$ cat src/rtl/exc_sequencer_if.sv
// Exception sequencer bundle: encoder/CP0 inputs, CP0 commit and fetch redirect outputs.
// master drives the exception request side; slave is the sequencer.
interface exc_sequencer_if;
   logic        exc_flag;
   logic [3:0]  exc_type;
   logic        exc_save;
   logic [31:0] exc_baddr;
   logic [31:0] exc_pc;
   logic        exc_bd;
   logic        status_bev;
   logic        status_exl;
   logic [31:0] cp0_epc_i;
   logic        mem_busy;
   logic        flush;
   logic        busy;
   logic        cp0_exc_we;
   logic [4:0]  cp0_exccode;
   logic        cp0_epc_we;
   logic [31:0] cp0_epc;
   logic        cp0_bd;
   logic        cp0_badv_we;
   logic [31:0] cp0_badvaddr;
   logic        cp0_exl_clr;
   logic        redir_valid;
   logic [31:0] redir_pc;

   modport master (
      output exc_flag, exc_type, exc_save, exc_baddr, exc_pc, exc_bd,
      output status_bev, status_exl, cp0_epc_i, mem_busy,
      input  flush, busy, cp0_exc_we, cp0_exccode, cp0_epc_we, cp0_epc,
      input  cp0_bd, cp0_badv_we, cp0_badvaddr, cp0_exl_clr,
      input  redir_valid, redir_pc
   );

   modport slave (
      input  exc_flag, exc_type, exc_save, exc_baddr, exc_pc, exc_bd,
      input  status_bev, status_exl, cp0_epc_i, mem_busy,
      output flush, busy, cp0_exc_we, cp0_exccode, cp0_epc_we, cp0_epc,
      output cp0_bd, cp0_badv_we, cp0_badvaddr, cp0_exl_clr,
      output redir_valid, redir_pc
   );
endinterface

$ cat src/rtl/exc_sequencer.sv
// Exception/ERET sequencer: capture, optional bus drain, CP0 commit, fetch redirect.
// Define EXC_DRAIN_EN to wait for outstanding data-bus transactions before commit.
module exc_sequencer #(
   parameter logic [31:0] BEV_BASE = 32'hBFC00200,
   parameter logic [31:0] NRM_BASE = 32'h80000000
) (
   input logic          clk,
   input logic          resetn,
   exc_sequencer_if.slave bus
);

   localparam logic [1:0] IDLE     = 2'd0;
   localparam logic [1:0] DRAIN    = 2'd1;
   localparam logic [1:0] COMMIT   = 2'd2;
   localparam logic [1:0] REDIRECT = 2'd3;

   localparam logic [3:0] T_INTR = 4'd0;
   localparam logic [3:0] T_ADE  = 4'd1;
   localparam logic [3:0] T_TLBR = 4'd2;
   localparam logic [3:0] T_TLBI = 4'd3;
   localparam logic [3:0] T_TLBM = 4'd4;
   localparam logic [3:0] T_IBE  = 4'd5;
   localparam logic [3:0] T_DBE  = 4'd6;
   localparam logic [3:0] T_CPU  = 4'd7;
   localparam logic [3:0] T_RI   = 4'd8;
   localparam logic [3:0] T_OV   = 4'd9;
   localparam logic [3:0] T_TRAP = 4'd10;
   localparam logic [3:0] T_SYSC = 4'd11;
   localparam logic [3:0] T_BP   = 4'd12;
   localparam logic [3:0] T_ERET = 4'd13;
   localparam logic [3:0] T_NONE = 4'd15;

   logic [1:0]  state;
   logic [1:0]  state_nxt;
   logic        accept;
   logic        go_drain;

   logic        eret_q;
   logic        epc_en_q;
   logic        badv_en_q;
   logic [4:0]  code_q;
   logic [31:0] epc_q;
   logic        bd_q;
   logic [31:0] badv_q;
   logic [31:0] rpc_q;

   logic        is_eret;
   logic        badv_sel;
   logic [4:0]  code_nxt;
   logic [31:0] epc_nxt;
   logic [31:0] vec_base;
   logic [31:0] vec_off;
   logic [31:0] rpc_nxt;

   assign accept = (state == IDLE) && bus.exc_flag &&
                   (bus.exc_type != T_NONE);

`ifdef EXC_DRAIN_EN
   assign go_drain = bus.mem_busy;
`else
   assign go_drain = 1'b0;
`endif

   always_comb begin
      state_nxt = state;
      case (state)
         IDLE:     if (accept) state_nxt = go_drain ? DRAIN : COMMIT;
         DRAIN:    if (!bus.mem_busy) state_nxt = COMMIT;
         COMMIT:   state_nxt = REDIRECT;
         REDIRECT: state_nxt = IDLE;
         default:  state_nxt = IDLE;
      endcase
   end

   always_comb begin
      code_nxt = 5'd0;
      case (bus.exc_type)
         T_INTR:         code_nxt = 5'd0;
         T_ADE:          code_nxt = bus.exc_save ? 5'd5 : 5'd4;
         T_TLBR, T_TLBI: code_nxt = bus.exc_save ? 5'd3 : 5'd2;
         T_TLBM:         code_nxt = 5'd1;
         T_IBE:          code_nxt = 5'd6;
         T_DBE:          code_nxt = 5'd7;
         T_CPU:          code_nxt = 5'd11;
         T_RI:           code_nxt = 5'd10;
         T_OV:           code_nxt = 5'd12;
         T_TRAP:         code_nxt = 5'd13;
         T_SYSC:         code_nxt = 5'd8;
         T_BP:           code_nxt = 5'd9;
         default:        code_nxt = 5'd0;
      endcase
   end

   assign is_eret  = (bus.exc_type == T_ERET);
   assign badv_sel = (bus.exc_type == T_ADE)  ||
                     (bus.exc_type == T_TLBR) ||
                     (bus.exc_type == T_TLBI) ||
                     (bus.exc_type == T_TLBM);

   // Delay-slot faults restart at the branch; wraps modulo 2^32.
   assign epc_nxt  = bus.exc_bd ? (bus.exc_pc - 32'd4) : bus.exc_pc;

   // TLB refill with EXL clear takes the dedicated refill vector.
   assign vec_base = bus.status_bev ? BEV_BASE : NRM_BASE;
   assign vec_off  = ((bus.exc_type == T_TLBR) && !bus.status_exl) ?
                     32'h0000_0000 : 32'h0000_0180;
   assign rpc_nxt  = is_eret ? bus.cp0_epc_i : (vec_base + vec_off);

   always_ff @(posedge clk or negedge resetn) begin
      if (!resetn) begin
         state <= IDLE;
      end else begin
         state <= state_nxt;
      end
   end

   always_ff @(posedge clk or negedge resetn) begin
      if (!resetn) begin
         eret_q    <= 1'b0;
         epc_en_q  <= 1'b0;
         badv_en_q <= 1'b0;
         code_q    <= 5'd0;
         epc_q     <= 32'd0;
         bd_q      <= 1'b0;
         badv_q    <= 32'd0;
         rpc_q     <= 32'd0;
      end else if (accept) begin
         eret_q    <= is_eret;
         epc_en_q  <= !is_eret && !bus.status_exl;
         badv_en_q <= !is_eret && badv_sel;
         code_q    <= code_nxt;
         epc_q     <= epc_nxt;
         bd_q      <= bus.exc_bd;
         badv_q    <= bus.exc_baddr;
         rpc_q     <= rpc_nxt;
      end
   end

   assign bus.busy         = (state != IDLE);
   assign bus.flush        = (state != IDLE);
   assign bus.cp0_exc_we   = (state == COMMIT) && !eret_q;
   assign bus.cp0_epc_we   = (state == COMMIT) && epc_en_q;
   assign bus.cp0_badv_we  = (state == COMMIT) && badv_en_q;
   assign bus.cp0_exl_clr  = (state == COMMIT) && eret_q;
   assign bus.redir_valid  = (state == REDIRECT);

   assign bus.cp0_exccode  = code_q;
   assign bus.cp0_epc      = epc_q;
   assign bus.cp0_bd       = bd_q;
   assign bus.cp0_badvaddr = badv_q;
   assign bus.redir_pc     = rpc_q;

endmodule

$ cat src/flat_wrapper.sv
// flat-port wrapper written by rule: the top's interface ports become plain ports
module exc_sequencer_flat 
#(
   parameter logic [31:0] BEV_BASE = 32'hBFC00200,
   parameter logic [31:0] NRM_BASE = 32'h80000000
)
  (clk, resetn, bus_exc_flag, bus_exc_type, bus_exc_save, bus_exc_baddr, bus_exc_pc, bus_exc_bd, bus_status_bev, bus_status_exl, bus_cp0_epc_i, bus_mem_busy, bus_flush, bus_busy, bus_cp0_exc_we, bus_cp0_exccode, bus_cp0_epc_we, bus_cp0_epc, bus_cp0_bd, bus_cp0_badv_we, bus_cp0_badvaddr, bus_cp0_exl_clr, bus_redir_valid, bus_redir_pc);
  exc_sequencer_if bus_i ();
  input logic clk;
  input logic resetn;
  input wire logic [$bits(bus_i.exc_flag)-1:0] bus_exc_flag;
  input wire logic [$bits(bus_i.exc_type)-1:0] bus_exc_type;
  input wire logic [$bits(bus_i.exc_save)-1:0] bus_exc_save;
  input wire logic [$bits(bus_i.exc_baddr)-1:0] bus_exc_baddr;
  input wire logic [$bits(bus_i.exc_pc)-1:0] bus_exc_pc;
  input wire logic [$bits(bus_i.exc_bd)-1:0] bus_exc_bd;
  input wire logic [$bits(bus_i.status_bev)-1:0] bus_status_bev;
  input wire logic [$bits(bus_i.status_exl)-1:0] bus_status_exl;
  input wire logic [$bits(bus_i.cp0_epc_i)-1:0] bus_cp0_epc_i;
  input wire logic [$bits(bus_i.mem_busy)-1:0] bus_mem_busy;
  output wire logic [$bits(bus_i.flush)-1:0] bus_flush;
  output wire logic [$bits(bus_i.busy)-1:0] bus_busy;
  output wire logic [$bits(bus_i.cp0_exc_we)-1:0] bus_cp0_exc_we;
  output wire logic [$bits(bus_i.cp0_exccode)-1:0] bus_cp0_exccode;
  output wire logic [$bits(bus_i.cp0_epc_we)-1:0] bus_cp0_epc_we;
  output wire logic [$bits(bus_i.cp0_epc)-1:0] bus_cp0_epc;
  output wire logic [$bits(bus_i.cp0_bd)-1:0] bus_cp0_bd;
  output wire logic [$bits(bus_i.cp0_badv_we)-1:0] bus_cp0_badv_we;
  output wire logic [$bits(bus_i.cp0_badvaddr)-1:0] bus_cp0_badvaddr;
  output wire logic [$bits(bus_i.cp0_exl_clr)-1:0] bus_cp0_exl_clr;
  output wire logic [$bits(bus_i.redir_valid)-1:0] bus_redir_valid;
  output wire logic [$bits(bus_i.redir_pc)-1:0] bus_redir_pc;
  assign bus_i.exc_flag = bus_exc_flag;
  assign bus_i.exc_type = bus_exc_type;
  assign bus_i.exc_save = bus_exc_save;
  assign bus_i.exc_baddr = bus_exc_baddr;
  assign bus_i.exc_pc = bus_exc_pc;
  assign bus_i.exc_bd = bus_exc_bd;
  assign bus_i.status_bev = bus_status_bev;
  assign bus_i.status_exl = bus_status_exl;
  assign bus_i.cp0_epc_i = bus_cp0_epc_i;
  assign bus_i.mem_busy = bus_mem_busy;
  assign bus_flush = bus_i.flush;
  assign bus_busy = bus_i.busy;
  assign bus_cp0_exc_we = bus_i.cp0_exc_we;
  assign bus_cp0_exccode = bus_i.cp0_exccode;
  assign bus_cp0_epc_we = bus_i.cp0_epc_we;
  assign bus_cp0_epc = bus_i.cp0_epc;
  assign bus_cp0_bd = bus_i.cp0_bd;
  assign bus_cp0_badv_we = bus_i.cp0_badv_we;
  assign bus_cp0_badvaddr = bus_i.cp0_badvaddr;
  assign bus_cp0_exl_clr = bus_i.cp0_exl_clr;
  assign bus_redir_valid = bus_i.redir_valid;
  assign bus_redir_pc = bus_i.redir_pc;
  exc_sequencer #(.BEV_BASE(BEV_BASE), .NRM_BASE(NRM_BASE)) u_core (.clk(clk), .resetn(resetn), .bus(bus_i));
endmodule
$ cat config.mk
export PLATFORM = sky130hd
export DESIGN_NAME = exc_sequencer_flat
export DESIGN_NICKNAME = d
export VERILOG_FILES = /design/src/rtl/exc_sequencer_if.sv /design/src/rtl/exc_sequencer.sv /design/src/flat_wrapper.sv
export SDC_FILE = /design/constraint.sdc
export NUM_CORES = 1
export LEC_CHECK = 0
export BUFFER_PORTS_ARGS = -buffer_cell sky130_fd_sc_hd__buf_2
export CORE_MARGIN = 2
export CORE_UTILIZATION = 40
export CTS_CLUSTER_SIZE = 10
export DETAILED_ROUTE_END_ITERATION = 10
export GPL_TIMING_DRIVEN = 0
export PLACE_DENSITY_LB_ADDON = 0.25
export RECOVER_POWER = 25
export SLEW_MARGIN = 20
export SYNTH_ARGS = -nofsm -noshare
export SYNTH_HDL_FRONTEND = slang
export SYNTH_SLANG_ARGS = --single-unit
$ cat constraint.sdc
create_clock -name clk -period 2.2 [get_ports clk]
set_input_delay 0.33 -clock clk [delete_from_list [all_inputs] [get_ports clk]]
set_output_delay 0.33 -clock clk [all_outputs]
set_load 0.03 [all_outputs]
---- Word-level counts from Yosys, hierarchy flattened ----
Cells that the tools add are included.
word-level totals
  register bits ........................... 107
cells by class
  reduce and logical (&&, ||, !) cells .... 19
  mux-type cells .......................... 10
  equal/unequal tests ..................... 19
  add/sub/neg operators ................... 2
operators with widths
  cell                   number
  $mux 32                2
  $pmux 5 s11            1
  $add 32x32->32         1
  $sub 32x3->32 const B  1
  $mux 30                1
  $eq 4x4->1 const B     6
  $eq 4x3->1 const B     4
  $logic_and 1x1->1      9
  $mux 9                 1
  $eq 4x2->1 const B     2
  $pmux 2 s4             1
  $eq 2x2->1 const B     2
  $eq 4x1->1 const B     1
  $mux 2                 2
  $ne 4x4->1 const B     1
  $logic_not 1->1        3
  $logic_or 1x1->1       3
  $eq 2x1->1 const B     1
  $logic_not 2->1        1
  $mux 1                 2
  $ne 2x1->1 const B     1
  $ne 2x2->1 const B     1
  $reduce_and 2->1       1
  $reduce_bool 2->1      1
  $reduce_or 2->1        1

---- Depth between registers and ports, before layout ----
Gate-level depths: netlist of run 1.
  depth in word-level cells ............... 5
  mapped depth ............................ 7
  depth with buffers taken out ............ 6

---- Least setup slack after synthesis of run 1 ----
OpenSTA, ideal clock, no wires.
  path kind ............................... input to register
  from .................................... in bus_exc_pc[18]
  to ...................................... reg u_core.epc_q[24] (netlist: u_core.bus.cp0_epc[24])
  library setup time ...................... 0.082 ns
  path slack .............................. 0.350 ns
  data arrival time ....................... 1.768 ns
  stages .................................. 4
  required time ........................... 2.118 ns
  cell sequence ........................... or4_4 > or4_1 > or3_1 > a31oi_1
between the ends
  word-level cells in the longest chain between the ends .. 2
ends and longest elaborated chain
  element                 line                  text
  start: declaration      flat_wrapper.sv:15    input wire logic [$bits(bus_i.exc_pc)-1:0] bus_exc_pc;
  $sub 32x3->32           exc_sequencer.sv:101  assign epc_nxt = bus.exc_bd ? (bus.exc_pc - 32'd4) : bus.exc_pc;
  $mux 32                 exc_sequencer.sv:101
  end signal: assignment  exc_sequencer.sv:132  epc_q <= epc_nxt;
  end: declaration        exc_sequencer.sv:42   logic [31:0] epc_q;
Every way passes these cells.
A chain may end at the register's enable or synchronous reset.

---- Worst setup path in the final report of run 1 ----
  from .................................... in bus_exc_pc[8]
  to ...................................... reg u_core.epc_q[27] (netlist: u_core.bus.cp0_epc[27])
Same word-level chain as after synthesis.

==> flow_metrics.env, run 1 <==
export IMPL_numCtsBuffers=9
export IMPL_p_leak_nw=3.129
export IMPL_start_util_pct=41.35
export IMPL_ys_seq_area_share_pct=55.70
export IMPL_synth_most_common_cell="nand2_1"
export IMPL_synthTopCellsByCount="nand2_1, dfrtp_1, o21ai_0"
export IMPL_power_density_mw_per_mm2=1393
export IMPL_slew_viol_final=0
export IMPL_yosys_area_top_type="dfrtp_1"
export IMPL_fill_cells=1094
export IMPL_synth_edff_count=0
export IMPL_grt_antenna_before_repair=0
export IMPL_synthAdderAreaFrac_pct=0.2627
export IMPL_cp_max_fo=10
export IMPL_holdWs_ns=0.1781
export IMPL_violations="DRC"
export IMPL_synth_distinct_cells=48
export IMPL_area_delta_synth_final_pct=32.63
export IMPL_ir_drop_mv=0.6476
export IMPL_synth_warnings=0
export IMPL_post_cts_buffers=0
export IMPL_maxCapViolCount=0
export IMPL_ys_ff_latch=106
export IMPL_synth_compound_area_share_pct=13.98
export IMPL_synth_nets=617
export IMPL_hpwl_um=10190
export IMPL_grtUsageTotal_pct=20.79
export IMPL_drt_first_pass_iters=8
export IMPL_grt_max_degree=57
export IMPL_fmax_ghz=0.5073
export IMPL_clock_sinks=106
export IMPL_min_period_ns=1.971
export IMPL_globalplace_congestion=0.8785
export IMPL_clock_latency_ns=0.34
export IMPL_cp_arrival_ns=2.24
export IMPL_dp_slack_ns=-0.1943
export IMPL_synthCells=508
export IMPL_clockRootBuffer="clkbuf_16"
export IMPL_finalCritPeriodShare_pct=89.60
export IMPL_synthSimpleGateAreaFrac_pct=23.57
export IMPL_grt_pass1_vias=4301
export IMPL_antenna_cells=0
export IMPL_fp_coreArea_mm2=0.01152
export IMPL_worstMarginPinSlew_ns=1.353
export IMPL_ant_nets=0
export IMPL_fin_skew_ns=0.004335
export IMPL_multi_input_area_mm2=0.001961
export IMPL_place_area_mm2=0.006041
export IMPL_relSlewSlack_pct=9.794
export IMPL_tns_ns=0
export IMPL_final_cell_area_mm2=0.006316
export IMPL_syn_mean_instance_area_um2=9.374
export IMPL_critPathCaptureType="flip-flop"
export IMPL_cp_required_ns=2.47
export IMPL_hold_class="input port to flip-flop"
export IMPL_hold_viol=0
export IMPL_vias=4514
export IMPL_grt_overflow=0
export IMPL_tritoncts="built"
export IMPL_yosys_most_used_dff="dfrtp_1"
export IMPL_rsz0062_at_grt="false"
export IMPL_worstSetupPathType="input port to flip-flop"
export IMPL_seqCellArea_mm2=0.002653
export IMPL_die_w_um=113.1
export IMPL_synthMuxAreaShare_pct=0.4204
export IMPL_synth_top_family_by_area="simple AND/OR/NAND/NOR gates"
export IMPL_startpoint_type="input port"
export IMPL_clk_pin_slew_ns=0.07
export IMPL_status="finished, violations left"
export IMPL_clk_path_buf_depth=2
export IMPL_drt_iter0_markers=246
export IMPL_worst_slack_ns=0.2289
export IMPL_synthArstFlopShare_pct=100.0
export IMPL_synth_top_area_share_pct=55.70
export IMPL_synth_top_cells_by_area="dfrtp_1, nand2_1, a22o_1"
export IMPL_dieHeight_um=113.1
export IMPL_syn_area_mm2=0.004762
export IMPL_drt_total_wl_um=13240
export IMPL_cts_htree_levels=3
export IMPL_setup_violations=0
export IMPL_port_buffers=213
export IMPL_vias_per_cell=5.124
export IMPL_synth_xor_area_share_pct=2.759
export IMPL_rows=39
export IMPL_pin_count=217
export IMPL_total_power_mw=8.800
export IMPL_routedWlPerCell_um=15.03
export IMPL_nets=842
export IMPL_drive_gt1_share_pct=29.81
export IMPL_grt_pass1_wl_um=21390
export IMPL_die_area_mm2=0.01279
export IMPL_route_detailed_drc=20
==> metal layers <==
layer  part of all wire [%]  GRT usage (%)
met5                      0              0
met4                    1.8          7.642
met3                    8.1          4.606
met2                     47          33.65
met1                     43          27.56
==> path summary, 6_finish.rpt <==
path	start	endpoint	slack, ns	depth (start not counted)
setup / recovery	bus_exc_pc[8]	u_core.bus.cp0_epc[27]$_DFFE_PN0P_	0.23	6
hold / removal	bus_exc_baddr[16]	u_core.bus.cp0_badvaddr[16]$_DFFE_PN0P_	0.18	3
setup reg to reg	u_core.state[1]$_DFFE_PN0P_	u_core.bus.redir_pc[21]$_DFFE_PN0P_	0.23	4
hold reg to reg	u_core.bus.cp0_epc[1]$_DFFE_PN0P_	u_core.bus.cp0_epc[1]$_DFFE_PN0P_	0.47	2
max in group asynchronous	resetn	u_core.bus.cp0_epc[2]$_DFFE_PN0P_	0.45	3
min in group asynchronous	resetn	u_core.bus.cp0_epc[1]$_DFFE_PN0P_	0.83	2
==> placed cells by master, fill, tap and decap left out, types with 5 or more instances in the layout <==
cell type and instances:
nor2b_1 6, xor2_1 13, clkbuf_16 9, or3_1 9, o21ai_0 35, nor3_1 5, clkbuf_1 51, nor2_1 31
o31ai_1 5, nand3_1 9, clkbuf_2 8, nor4_1 5, nand4_1 10, nand2_1 145, buf_2 185, a31oi_1 23
dfrtp_1 106, a22o_1 21
==> sequential cells by signal (all words and copies together), names as in the netlist <==
name,cells
u_core.badv_en_q,1
u_core.eret_q,1
u_core.bus.redir_pc,32
u_core.bus.cp0_exccode,4
u_core.bus.cp0_epc,32
u_core.epc_en_q,1
u_core.bus.cp0_bd,1
u_core.bus.cp0_badvaddr,32
u_core.state,2
==> power by group <==
| group | total, mW | leakage, nW | internal [mW] | switching [mW] |
|---|---|---|---|---|
| logic | 4.01 | 1.67 | 1.13 | 2.89 |
| registers | 3.17 | 1.31 | 2.74 | 0.425 |
| clock network | 1.62 | 0.147 | 0.945 | 0.675 |
==> through the flow <==
stage,cells,utilization (%)
5_1_grt,881,54.85
6_report,881,54.85
3_5_place_dp,865,52.46
2_1_floorplan,508,-
3_3_place_gp,864,52.16
4_1_cts,881,55.12
==> cells by family after synthesis <==
| logic type | count (synthesis) |
|---|---|
| muxes | 2 |
| DFF | 106 |
| buffers and inverters | 38 |
| AOI/OAI and AO/OA | 100 |
| adders and majority gates | 1 |
| and+or+nand+nor | 245 |
| other | 1 |
| xor gates and xnor gates | 15 |
==> cell type report <==
type                       count  share of cell area [%]
buffer                        33                   2.258
clock buffer                  14                   4.180
clock inverter                 2                  0.5547
inverter                       4                  0.2377
multi-input combinational    364                   31.04
sequential                   106                   42.00
tap                          143                   2.833
timing repair buffer         215                   16.90
==> critical path, cell delays in order <==
cell,delay (ns)
buf_2,0.13
nor4_1,0.57
nand4_1,0.39
clkbuf_1,0.31
or3_1,0.35
a31oi_1,0.16
==> timing repair <==
action | in CTS | in global routing
setup endpoints to repair | 61 | 52
gates resized for setup | 1 | 12
hold buffers | 1 | 0
endpoints found under the hold margin | 50 | 0
Power figures use the tool's default switching activity.
==> run 2, diff against run 1 <==
--- a/config.mk
+++ b/config.mk
@@ -5,11 +5,11 @@
 export SDC_FILE = /design/constraint.sdc
 export NUM_CORES = 1
 export LEC_CHECK = 0
-export BUFFER_PORTS_ARGS = -buffer_cell sky130_fd_sc_hd__buf_2
 export CORE_MARGIN = 2
 export CORE_UTILIZATION = 40
 export CTS_CLUSTER_SIZE = 10
 export DETAILED_ROUTE_END_ITERATION = 10
+export DONT_BUFFER_PORTS = 1
 export GPL_TIMING_DRIVEN = 0
 export PLACE_DENSITY_LB_ADDON = 0.25
 export RECOVER_POWER = 25
==> constraint.sdc (replaced) <==
create_clock -name clk -period 2.2 [get_ports clk]
set_input_delay 0.44 -clock clk [delete_from_list [all_inputs] [get_ports clk]]
set_output_delay 0.44 -clock clk [all_outputs]
set_load 0.03 [all_outputs]
==> flow_metrics.env, run 2 (synthesis results as in run 1) <==
export IMPL_clock_latency_ns=0.34
export IMPL_drt_iter0_markers=176
export IMPL_seqCellArea_mm2=0.002653
export IMPL_nets=627
export IMPL_final_cell_area_mm2=0.005266
export IMPL_p_leak_nw=2.318
export IMPL_clockRootBuffer="clkbuf_16"
export IMPL_cp_arrival_ns=2.27
export IMPL_hpwl_um=9628
export IMPL_fin_skew_ns=0.009647
export IMPL_fill_cells=1118
export IMPL_cp_startpoint="bus_exc_bd"
export IMPL_maxCapViolCount=0
export IMPL_status="finished, violations left"
export IMPL_worstSetupPathType="input port to flip-flop"
export IMPL_ir_drop_mv=0.5965
export IMPL_clock_sinks=106
export IMPL_power_density_mw_per_mm2=1535
export IMPL_hold_viol=106
export IMPL_cp_max_fo=10
export IMPL_grt_max_degree=107
export IMPL_pin_count=217
export IMPL_violations="DRC, hold timing"
export IMPL_layout_common_cells="nand2_1, dfrtp_1, o21ai_0, nor2_1, a31oi_1"
export IMPL_area_delta_synth_final_pct=10.59
export IMPL_place_area_mm2=0.004941
export IMPL_vias_per_cell=5.654
export IMPL_crit_chain="clkbuf_2 > nor4b_4 > nand4_1 > clkbuf_1 > or2_2 > o211ai_1"
export IMPL_holdWs_ns=-0.2100
export IMPL_fp_coreArea_mm2=0.01152
export IMPL_routedWlPerCell_um=18.92
export IMPL_dp_slack_ns=-0.2754
export IMPL_r2r_start="u_core.state[1]$_DFFE_PN0P_"
export IMPL_relSlewSlack_pct=44.19
export IMPL_start_util_pct=41.35
export IMPL_critPathSlowestCell="nor4b_4"
export IMPL_cp_slowest_stage_delay_ns=0.46
export IMPL_drt_total_wl_um=12580
export IMPL_grt_pass1_wl_um=19640
export IMPL_grt_pass1_vias=3705
export IMPL_layout_commonest_cell="nand2_1"
export IMPL_cts_htree_levels=3
export IMPL_grtUsageTotal_pct=19.43
export IMPL_tritoncts="built"
export IMPL_port_buffers=0
export IMPL_hold_class="input port to asynchronous set/reset pin"
export IMPL_r2r_cells=6
export IMPL_drive_gt1_share_pct=7.088
export IMPL_critPathCaptureType="flip-flop"
export IMPL_finalCritPeriodShare_pct=91.55
export IMPL_clk_pin_slew_ns=0.07
export IMPL_die_area_mm2=0.01279
export IMPL_clk_path_buf_depth=2
export IMPL_globalplace_congestion=0.8437
export IMPL_antenna_cells=0
export IMPL_grt_antenna_before_repair=0
export IMPL_cp_required_ns=2.45
export IMPL_slew_viol_final=0
export IMPL_numCtsBuffers=9
export IMPL_startpoint_type="input port"
export IMPL_worst_slack_ns=0.1860
export IMPL_setup_violations=0
export IMPL_post_cts_buffers=0
export IMPL_reg2reg_slack_ns=0.21
export IMPL_worstMarginPinSlew_ns=0.8295
export IMPL_multi_input_area_mm2=0.001961
export IMPL_rows=39
export IMPL_min_period_ns=2.014
export IMPL_grt_overflow=0
export IMPL_rsz0062_at_grt="false"
export IMPL_critPathCapture="u_core.bus.cp0_epc[29]$_DFFE_PN0P_"
export IMPL_die_w_um=113.1
export IMPL_ant_nets=0
export IMPL_vias=3760
export IMPL_worstReg2RegEnd="u_core.bus.cp0_epc[30]$_DFFE_PN0P_"
export IMPL_drt_first_pass_iters=8
export IMPL_route_detailed_drc=20
export IMPL_dieHeight_um=113.1
export IMPL_fmax_ghz=0.4965
export IMPL_fin_util_pct=45.73
==> run 2: cell types whose count changed in the layout (fill, tap and decap cells not counted) <==
cell	change
inv_8	+1
bufinv_16	+1
clkinvlp_4	+2
dlygate4sd3_1	-1
clkbuf_8	-2
clkbuf_1	-32
clkbuf_2	-1
buf_2	-183
buf_16	-1
==> run 2: worst min path at each step <==
stage	start	to	slack [ns]	depth (start not counted)
after global placement	resetn	u_core.bus.cp0_epc[1]$_DFFE_PN0P_	0.15	0
after global routing	resetn	u_core.bus.redir_pc[18]$_DFFE_PN0P_	-0.23	0
after CTS	resetn	u_core.bus.cp0_badvaddr[0]$_DFFE_PN0P_	-0.23	0
after detailed placement	resetn	u_core.bus.cp0_epc[1]$_DFFE_PN0P_	0.15	0
after floorplan	resetn	u_core.badv_en_q$_DFFE_PN0P_	0.14	0
final	resetn	u_core.bus.cp0_badvaddr[0]$_DFFE_PN0P_	-0.21	0
==> run 2: worst max-delay path: cells and delay by family <==
family,cells,cell delay (ns)
AND/OR/NAND/NOR,3,1.13
buffers and inverters,2,0.50
AO/OA/AOI/OAI,1,0.19
==> run 2: stage by stage <==
| stage | cells | setup TNS (ns) | total power, mW | hold slack [ns] |
|---|---|---|---|---|
| after floorplan | 508 | 0 | 5.909 | 0.1444 |
| after global placement | 651 | -9.924 | 6.383 | 0.1467 |
| after detailed placement | 651 | -10.79 | 6.463 | 0.1465 |
| after CTS | 665 | 0 | 8.181 | -0.2262 |
| after global routing | 665 | 0 | 8.568 | -0.2338 |
| final | 665 | 0 | 8.086 | -0.2100 |
==> run 2: power by group <==
group	internal [mW]	total [mW]	leakage [nW]	switching (mW)
logic	0.580	1.53	0.858	0.949
registers	2.72	4.86	1.31	2.14
clock network	0.997	1.70	0.149	0.699
total	4.30	8.09	2.32	3.79
==> run 2: area by class of cell <==
type / count / area share (%)
inverters: 4 / 0.2851
plain buffers: 33 / 2.708
clock buffers: 9 / 4.277
well taps: 143 / 3.397
multi-input cells: 364 / 37.23
clock inverters: 6 / 1.734
flip-flops and latches: 106 / 50.37
==> run 2: per-layer routing <==
| metal | up-vias | part of all wire, % | track usage, % |
|---|---|---|---|
| met5 | - | 0 | 0 |
| met4 | 0 | 0.35 | 5.366 |
| met3 | 2 | 10 | 7.338 |
| met2 | 157 | 49 | 32.65 |
| met1 | 1828 | 40 | 23.50 |
| li1 | 1773 | - | - |
==> run 2: what timing repair did <==
item                       CTS  global route
pin swaps                    0             0
resized for setup            4             7
setup endpoints to repair   65            41
hold endpoints to repair   106           106
==> run 3, diff against run 2 <==
--- a/config.mk
+++ b/config.mk
@@ -7,6 +7,7 @@
 export LEC_CHECK = 0
 export CORE_MARGIN = 2
 export CORE_UTILIZATION = 40
+export CTS_BUF_LIST = sky130_fd_sc_hd__clkbuf_8
 export CTS_CLUSTER_SIZE = 10
 export DETAILED_ROUTE_END_ITERATION = 10
 export DONT_BUFFER_PORTS = 1
==> flow_metrics.env, run 3 (synthesis results as in run 1) <==
export IMPL_status="finished, violations left"
export IMPL_violations="DRC, hold timing"
export IMPL_port_buffers=0
export IMPL_grt_antenna_before_repair=0
export IMPL_startpoint_type="flip-flop"
export IMPL_layout_common_cells="nand2_1, dfrtp_1, o21ai_0, nor2_1, a31oi_1"
export IMPL_hold_class="input port to asynchronous set/reset pin"
export IMPL_power_density_mw_per_mm2=1488
export IMPL_area_delta_synth_final_pct=8.460
export IMPL_die_w_um=113.1
export IMPL_fin_skew_ns=0.01004
export IMPL_setup_violations=0
export IMPL_grt_max_degree=107
export IMPL_ant_nets=0
export IMPL_routedWlPerCell_um=18.94
export IMPL_critPathCaptureType="flip-flop"
export IMPL_drive_gt1_share_pct=7.088
export IMPL_rows=39
export IMPL_clockRootBuffer="clkbuf_8"
export IMPL_post_cts_buffers=0
export IMPL_drt_total_wl_um=12590
export IMPL_ir_drop_mv=0.5962
export IMPL_clock_sinks=106
export IMPL_cp_arrival_ns=2.31
export IMPL_rsz0062_at_grt="false"
export IMPL_fp_coreArea_mm2=0.01152
export IMPL_nets=627
export IMPL_min_period_ns=2.018
export IMPL_clk_path_buf_depth=2
export IMPL_clk_pin_slew_ns=0.10
export IMPL_vias_per_cell=5.663
export IMPL_dp_slack_ns=-0.2754
export IMPL_worstMarginPinSlew_ns=0.8352
export IMPL_grt_pass1_vias=3687
export IMPL_hold_viol=106
export IMPL_cts_htree_levels=3
export IMPL_relSlewSlack_pct=43.81
export IMPL_numCtsBuffers=9
export IMPL_finalCritPeriodShare_pct=91.71
export IMPL_vias=3766
export IMPL_clock_latency_ns=0.36
export IMPL_hpwl_um=9628
export IMPL_die_area_mm2=0.01279
export IMPL_route_detailed_drc=20
export IMPL_worstSetupPathType="flip-flop to flip-flop"
export IMPL_slew_viol_final=0
export IMPL_start_util_pct=41.35
export IMPL_worst_slack_ns=0.1825
export IMPL_drt_iter0_markers=185
export IMPL_maxCapViolCount=0
export IMPL_grtUsageTotal_pct=19.21
export IMPL_layout_commonest_cell="nand2_1"
export IMPL_globalplace_congestion=0.8437
export IMPL_tns_ns=0
export IMPL_holdWs_ns=-0.2356
export IMPL_reg2reg_slack_ns=0.18
export IMPL_fill_cells=1131
export IMPL_drt_first_pass_iters=7
export IMPL_dieHeight_um=113.1
export IMPL_grt_overflow=0
export IMPL_grt_pass1_wl_um=19530
export IMPL_p_leak_nw=2.272
export IMPL_pin_count=217
export IMPL_cp_required_ns=2.50
export IMPL_tritoncts="built"
export IMPL_cp_max_fo=10
export IMPL_antenna_cells=0
export IMPL_fmax_ghz=0.4957
run 3: metrics by stage:
| step | util, % | area [um^2] | hold slack (ns) | instances | power (mW) |
|---|---|---|---|---|---|
| 4_1_cts | 44.81 | 5160 | -0.2652 | 665 | 7.778 |
| 2_1_floorplan | - | 4762 | 0.1444 | 508 | 5.909 |
| 5_1_grt | 44.85 | 5165 | -0.2743 | 665 | 8.152 |
| 3_5_place_dp | 42.91 | 4941 | 0.1465 | 651 | 6.463 |
| 3_3_place_gp | 42.91 | 4941 | 0.1467 | 651 | 6.383 |
| 6_report | 44.85 | 5165 | -0.2356 | 665 | 7.684 |
run 3: final cells by class:
class	count	area, um^2	share of cell area, %
Buffer	33	142.6	2.762
Clock buffer	9	123.9	2.398
Clock inverter	6	91.34	1.768
Inverter	4	15.01	0.2907
Multi-Input combinational cell	364	1961	37.96
Sequential cell	106	2653	51.36
Tap cell	143	178.9	3.464
run 3: critical path, cell delays in order, from the launching register on:
cell	delay (ns)
dfrtp_1	0.44
or3b_1	0.49
nor2b_1	0.14
clkbuf_1	0.27
clkbuf_1	0.41
a22o_1	0.20
run 3: what timing repair did:
action / CTS / global route
resized for setup: 4 / 7
endpoints found under the setup margin: 64 / 35
endpoints found under the hold margin: 106 / 106
run 3: power breakdown:
part,leakage [nW],internal [mW],switching (mW)
Clock,0.103,0.641,0.657
Sequential,1.31,2.72,2.14
Combinational,0.858,0.580,0.949
Total,2.27,3.94,3.75
run 3: routing by layer:
layer	part of all wire, %	vias to the layer above	GRT usage [%]
li1	-	1776	-
met1	40	1824	23.55
met2	48	158	32.38
met3	11	8	7.070
met4	0.83	0	4.634
met5	0	-	0
run 3: path summary, 6_finish.rpt:
check / start / end / cells after the start
max: u_core.state[1]$_DFFE_PN0P_ / u_core.bus.redir_pc[30]$_DFFE_PN0P_ / 5
max reg2reg: u_core.state[1]$_DFFE_PN0P_ / u_core.bus.redir_pc[30]$_DFFE_PN0P_ / 5
max in group asynchronous: resetn / u_core.bus.cp0_epc[2]$_DFFE_PN0P_ / 0
min: resetn / u_core.bus.cp0_badvaddr[0]$_DFFE_PN0P_ / 0
min reg2reg: u_core.epc_en_q$_DFFE_PN0P_ / u_core.epc_en_q$_DFFE_PN0P_ / 2
min in group clk: bus_status_exl / u_core.epc_en_q$_DFFE_PN0P_ / 1
